## config.mk

```make
export PLATFORM = sky130hd
export DESIGN_NAME = capture_unit
export DESIGN_NICKNAME = d
export VERILOG_FILES = /design/src/rtl/capture_pkg.sv /design/src/rtl/capture_fifo.sv /design/src/rtl/capture_unit.sv
export SDC_FILE = /design/constraint.sdc
export NUM_CORES = 1
export LEC_CHECK = 0
export ABC_AREA = 1
export BUFFER_PORTS_ARGS = -buffer_cell sky130_fd_sc_hd__buf_2
export CAP_MARGIN = 20
export CORE_MARGIN = 5
export CORE_UTILIZATION = 40
export CTS_CLUSTER_SIZE = 25
export DETAILED_ROUTE_END_ITERATION = 8
export PLACE_DENSITY_LB_ADDON = 0.25
export SYNTH_ARGS = -nofsm -noshare
export SYNTH_HDL_FRONTEND = slang
export SYNTH_SLANG_ARGS = --single-unit
export TNS_END_PERCENT = 30
```

## constraint.sdc

```tcl
create_clock -name clk -period 4.1 [get_ports clk]
set_input_delay 0 -clock clk [delete_from_list [all_inputs] [get_ports clk]]
set_output_delay 0 -clock clk [all_outputs]
set_load 0.05 [all_outputs]
```

## src/rtl/capture_pkg.sv

```systemverilog
// Shared types for the input-capture stage: edge-select codes,
// capture record layout and the edge-match helper.
package capture_pkg;

   localparam int unsigned CAP_BIN = 32;

   typedef enum logic [1:0] {
      EDGE_NONE = 2'b00,
      EDGE_RISE = 2'b01,
      EDGE_FALL = 2'b10,
      EDGE_BOTH = 2'b11
   } edge_sel_e;

   typedef struct packed {
      logic [CAP_BIN-1:0] value;
      logic               ovf;
   } cap_rec_t;

   function automatic logic edge_hit(
      input edge_sel_e sel,
      input logic      rise,
      input logic      fall
   );
      logic hit;
      unique case (sel)
         EDGE_RISE: hit = rise;
         EDGE_FALL: hit = fall;
         EDGE_BOTH: hit = rise | fall;
         default:   hit = 1'b0;
      endcase
      return hit;
   endfunction

endpackage

```

## src/rtl/capture_fifo.sv

```systemverilog
// Registered synchronous FIFO; push when full is accepted only
// together with a pop, pop when empty is ignored.
module capture_fifo #(
   parameter int WIDTH = 33,
   parameter int DEPTH = 4
) (
   input  logic                   clk,
   input  logic                   reset_n,
   input  logic                   push,
   input  logic                   pop,
   input  logic [WIDTH-1:0]       wdata,
   output logic [WIDTH-1:0]       rdata,
   output logic                   full,
   output logic                   empty,
   output logic [$clog2(DEPTH):0] level
);

   localparam int AW = $clog2(DEPTH);
   localparam int LW = AW + 1;

   logic [WIDTH-1:0] mem_q [DEPTH];
   logic [WIDTH-1:0] mem_d [DEPTH];
   logic [AW-1:0]    wptr_q, wptr_d;
   logic [AW-1:0]    rptr_q, rptr_d;
   logic [LW-1:0]    cnt_q, cnt_d;
   logic             do_push, do_pop;

   assign full  = (cnt_q == LW'(DEPTH));
   assign empty = (cnt_q == '0);
   assign level = cnt_q;
   assign rdata = mem_q[rptr_q];

   assign do_pop  = pop & ~empty;
   assign do_push = push & (~full | do_pop);

   always_comb begin
      mem_d = mem_q;
      if (do_push) mem_d[wptr_q] = wdata;
      wptr_d = wptr_q + AW'(do_push);
      rptr_d = rptr_q + AW'(do_pop);
      cnt_d  = cnt_q + LW'(do_push) - LW'(do_pop);
   end

   always_ff @(posedge clk or negedge reset_n) begin
      if (!reset_n) begin
         mem_q  <= '{default: '0};
         wptr_q <= '0;
         rptr_q <= '0;
         cnt_q  <= '0;
      end else begin
         mem_q  <= mem_d;
         wptr_q <= wptr_d;
         rptr_q <= rptr_d;
         cnt_q  <= cnt_d;
      end
   end

endmodule

```

## src/rtl/capture_unit.sv

```systemverilog
// Input capture: sync, optional glitch filter (CAPTURE_FILTER_EN),
// edge detect, overflow tracking and a record FIFO with lost flag.
module capture_unit
   import capture_pkg::*;
#(
   parameter int BIN      = 32,
   parameter int DEPTH    = 4,
   parameter int FILT_LEN = 3
) (
   input  logic                   clk,
   input  logic                   reset_n,
   input  logic                   enable,
   input  logic [1:0]             edge_sel,
   input  logic [BIN-1:0]         counter_in,
   input  logic                   ovf_in,
   input  logic                   cap_in,
   output logic [BIN-1:0]         cap_data,
   output logic                   cap_ovf,
   output logic                   cap_valid,
   input  logic                   cap_ready,
   output logic [$clog2(DEPTH):0] level,
   output logic                   lost,
   input  logic                   lost_clr
);

   if (FILT_LEN < 1 || DEPTH < 2 || (DEPTH & (DEPTH - 1)) != 0) begin : g_bad_cfg
      $error("capture_unit: bad DEPTH or FILT_LEN");
   end

   logic sync1_q, pin_s_q, pin_d_q;
   logic rise_q, rise_d, fall_q, fall_d;
   logic ovf_seen_q, ovf_seen_d;
   logic lost_q, lost_d;
   logic src, cap_event, drop;
   logic fifo_full, fifo_empty;
   logic [BIN:0] head;

`ifdef CAPTURE_FILTER_EN
   localparam int FCW = $clog2(FILT_LEN + 1);

   logic           filt_q, filt_d;
   logic [FCW-1:0] fcnt_q, fcnt_d;

   // Output flips only after FILT_LEN agreeing samples that differ from it.
   always_comb begin
      filt_d = filt_q;
      fcnt_d = '0;
      if (pin_s_q != filt_q) begin
         if (fcnt_q == FCW'(FILT_LEN - 1)) filt_d = pin_s_q;
         else fcnt_d = fcnt_q + 1'b1;
      end
   end

   always_ff @(posedge clk or negedge reset_n) begin
      if (!reset_n) begin
         filt_q <= 1'b0;
         fcnt_q <= '0;
      end else begin
         filt_q <= filt_d;
         fcnt_q <= fcnt_d;
      end
   end

   assign src = filt_q;
`else
   assign src = pin_s_q;
`endif

   assign rise_d    = src & ~pin_d_q;
   assign fall_d    = ~src & pin_d_q;
   assign cap_event = enable & edge_hit(edge_sel_e'(edge_sel), rise_q, fall_q);
   assign drop      = cap_event & fifo_full & ~cap_ready;

   always_comb begin
      ovf_seen_d = ovf_seen_q;
      if (!enable) ovf_seen_d = 1'b0;
      else if (cap_event) ovf_seen_d = 1'b0;
      else if (ovf_in) ovf_seen_d = 1'b1;
   end

   // A drop in the same cycle as a clear leaves the flag set.
   always_comb begin
      lost_d = drop | (lost_q & ~lost_clr);
   end

   always_ff @(posedge clk or negedge reset_n) begin
      if (!reset_n) begin
         sync1_q    <= 1'b0;
         pin_s_q    <= 1'b0;
         pin_d_q    <= 1'b0;
         rise_q     <= 1'b0;
         fall_q     <= 1'b0;
         ovf_seen_q <= 1'b0;
         lost_q     <= 1'b0;
      end else begin
         sync1_q    <= cap_in;
         pin_s_q    <= sync1_q;
         pin_d_q    <= src;
         rise_q     <= rise_d;
         fall_q     <= fall_d;
         ovf_seen_q <= ovf_seen_d;
         lost_q     <= lost_d;
      end
   end

   capture_fifo #(
      .WIDTH (BIN + 1),
      .DEPTH (DEPTH)
   ) u_fifo (
      .clk     (clk),
      .reset_n (reset_n),
      .push    (cap_event),
      .pop     (cap_ready),
      .wdata   ({counter_in, ovf_seen_q | ovf_in}),
      .rdata   (head),
      .full    (fifo_full),
      .empty   (fifo_empty),
      .level   (level)
   );

   assign cap_data  = head[BIN:1];
   assign cap_ovf   = head[0];
   assign cap_valid = ~fifo_empty;
   assign lost      = lost_q;

endmodule
```

==> metrics.yaml <==
die:
  fp.dieArea_um2: 19300
  row_count: 47
  coreArea_um2: 16400
  pin_count: 79
  die_h_um: 139
  start_util_pct: 40.5
  die_w_um: 139
global_route:
  grt_pass1_vias: 5617
  grt_overflow: 0
  grt_pass1_wl_mm: 30.6
  grtUsageTotal_pct: 19.6
  antenna_found_initial: 0
  grt_max_degree: 135
clock_network:
  cts_num_sinks: 146
  clockBufferDepth: 2
  postCtsSetupBuffers: 0
  cts_resized: 0
  cts_htree_levels: 4
  cts_tree: "done"
  clkTransAtPathRegs_ns: 0.06
  clk_latency_ns: 0.42
  cts_root_buf: "clkbuf_16"
  cts_buffers: 17
run:
  maxCapViolCount: 0
detailed_routing:
  drc: 0
  drt-total-wl_mm: 18.6
  detail-route-antenna-nets: 0
  vias: 5912
  drt_iter0_markers: 437
  wire_per_inst_um: 16.3
  via_per_inst: 5.18
  dr.pass1.iters: 5
cells_and_area:
  final_common_cell: "nand2_1"
  num_antenna_cells: 0
  nets: 955
  drive_gt1_share_pct: 13.7
  fillers: 1598
  fin_cells: 1141
  final_cell_mix: "276 x nand2_1, 145 x dfrtp_1, 132 x nand3_1, 77 x buf_2, 73 x nor2_1"
  final_core_util_pct: 49.3
  areaGrowthSynthToFinish_pct: 21.8
  multi_input_area_um2: 2670
  register_area_um2: 3650
power_and_ir_drop:
  power_mw: 7.48
  p_leak_nw: 4.18
  ir_drop_mv: 0.540
  power_density_nw_per_um2: 925
logic_synthesis:
  seq_area_frac_synth_pct: 55.0
  syn_inst: 818
  synth_area_leaders: "dfrtp_1 55%, nand2_1 16%, nand3_1 10%, o21ai_0 5.0%, nor2_1 4.1%"
  ys_ff_latch: 146
  yosys_warnings: 0
  synth_top_area_cell: "dfrtp_1"
  synth_top_area_share_pct: 55.0
  yosys.cell_types.count: 20
  synth.avg_cell_area_um2: 8.11
  syn-cell-area_um2: 6640
  syn_nets: 864
sta:
  rsz0062_at_grt: "no"
  period_share_pct: 59.6
  setup_ws_ns: 1.66
  worst_slew_pin_slew_ns: 0.986
  max_freq_mhz: 409
  fin_tns_setup_ns: 0
  finalHoldViolCount: 0
  slew_headroom_pct: 34.3
  setup_viol: 0
  fin_skew_ns: 0.00503
  fin_crit_ns: 2.44
  drv_slew: 0
setup_path:
  criticalPathCategory: "reg -> out"
  cp.required_ns: 4.10
  path_max_fanout: 50
  critPathLaunchType: "flop"
  crit_path_end_kind: "output pin"
  arrival_ns: 2.44
run_status:
  status: "finished clean"
placement:
  dp_cells: 1072
  gp_congestion: 0.737
  dpl.hpwl_mm: 10.3
  dp_slack_ns: 1.81
  portBuffers: 78
min_path:
  hold_class: "in -> reg"
report_power, final:
group,internal (mW),total [mW],switching [mW],leakage (nW)
clock,0.840,1.41,0.566,0.261
sequential,2.08,2.42,0.336,1.85
combinational,0.919,3.65,2.74,2.07
cell type report:
cell class / count / share of cell area [%]
well taps: 220 / 3.40
repair buffers: 131 / 11.2
multi-input cells: 598 / 33.0
inverters: 15 / 0.696
flip-flops and latches: 146 / 45.2
clock buffers: 24 / 5.71
clock inverters: 7 / 0.743
registers in the layout, summed over array words and instances (netlist names):
name / cells
lost: 1
u_fifo.rptr_q: 2
u_fifo.level: 3
sync1_q: 1
rise_q: 1
u_fifo.mem_q: 132
ovf_seen_q: 1
pin_d_q: 1
pin_s_q: 1
fall_q: 1
u_fifo.wptr_q: 2
synth_stat cells:
master	instances
xor2_1	2
nand3_1	132
o22ai_1	34
a21oi_1	1
buf_2	11
inv_1	13
clkbuf_1	40
nor2_1	73
inv_2	1
fa_1	1
nand2_1	276
dfrtp_1	146
clkbuf_2	1
clkinv_1	1
nor2_2	4
nand4_1	4
o21ai_0	66
ha_1	4
xnor2_1	1
buf_4	7
worst max-delay path, cell delays in order (launching register included):
cell and delay [ns]:
dfrtp_2 0.40, inv_2 0.65, buf_4 0.36, o21ai_0 0.10, o22ai_1 0.20, buf_2 0.30
through the flow:
stage                     hold slack, ns  area, um2
after floorplan                   -0.296       6640
after global placement             0.108       7180
after detailed placement           0.111       7180
after CTS                         0.0314       8070
after global routing              0.0974       8090
final                             0.0451       8090
final timing paths:
path,startpoint,slack [ns],cells past startpoint,endpoint
setup / recovery,u_fifo.rptr_q[0],1.66,5,cap_data[9]
hold / removal,ovf_in,0.05,5,ovf_seen_q
setup reg to reg,fall_q,1.80,7,u_fifo.level[1]
hold reg to reg,sync1_q,0.35,0,pin_s_q
max in group asynchronous,reset_n,2.87,3,u_fifo.rptr_q[0]
min in group asynchronous,reset_n,0.27,2,u_fifo.mem_q[12]
cells by family (layout without fill, tap and decap cells):
logic type      count (synthesis)  in the layout  share of synthesized area, %
compound gates                101            101                          8.26
simple gates                  489            489                          30.4
flops                         146            146                          55.0
xor+xnor                        3              3                         0.396
fa+ha+maj                       5              5                          1.06
buf+inv                        74            177                          4.81
metal layers:
metal | vias up | part of all wire (%) | GRT usage, % | routed length (um)
li1 | 2868 | - | - | -
met4 | 0 | 1.4 | 5.36 | 252
met2 | 197 | 46 | 29.9 | 8540
met1 | 2824 | 47 | 28.3 | 8760
met5 | - | 0 | 0 | 0
met3 | 23 | 5.7 | 4.52 | 1070
repair_timing:
item                       CTS  global route
setup endpoints to repair    0             0
hold buffers                37             0
hold endpoints to repair   234             0
(Power assumes the default switching activity.)
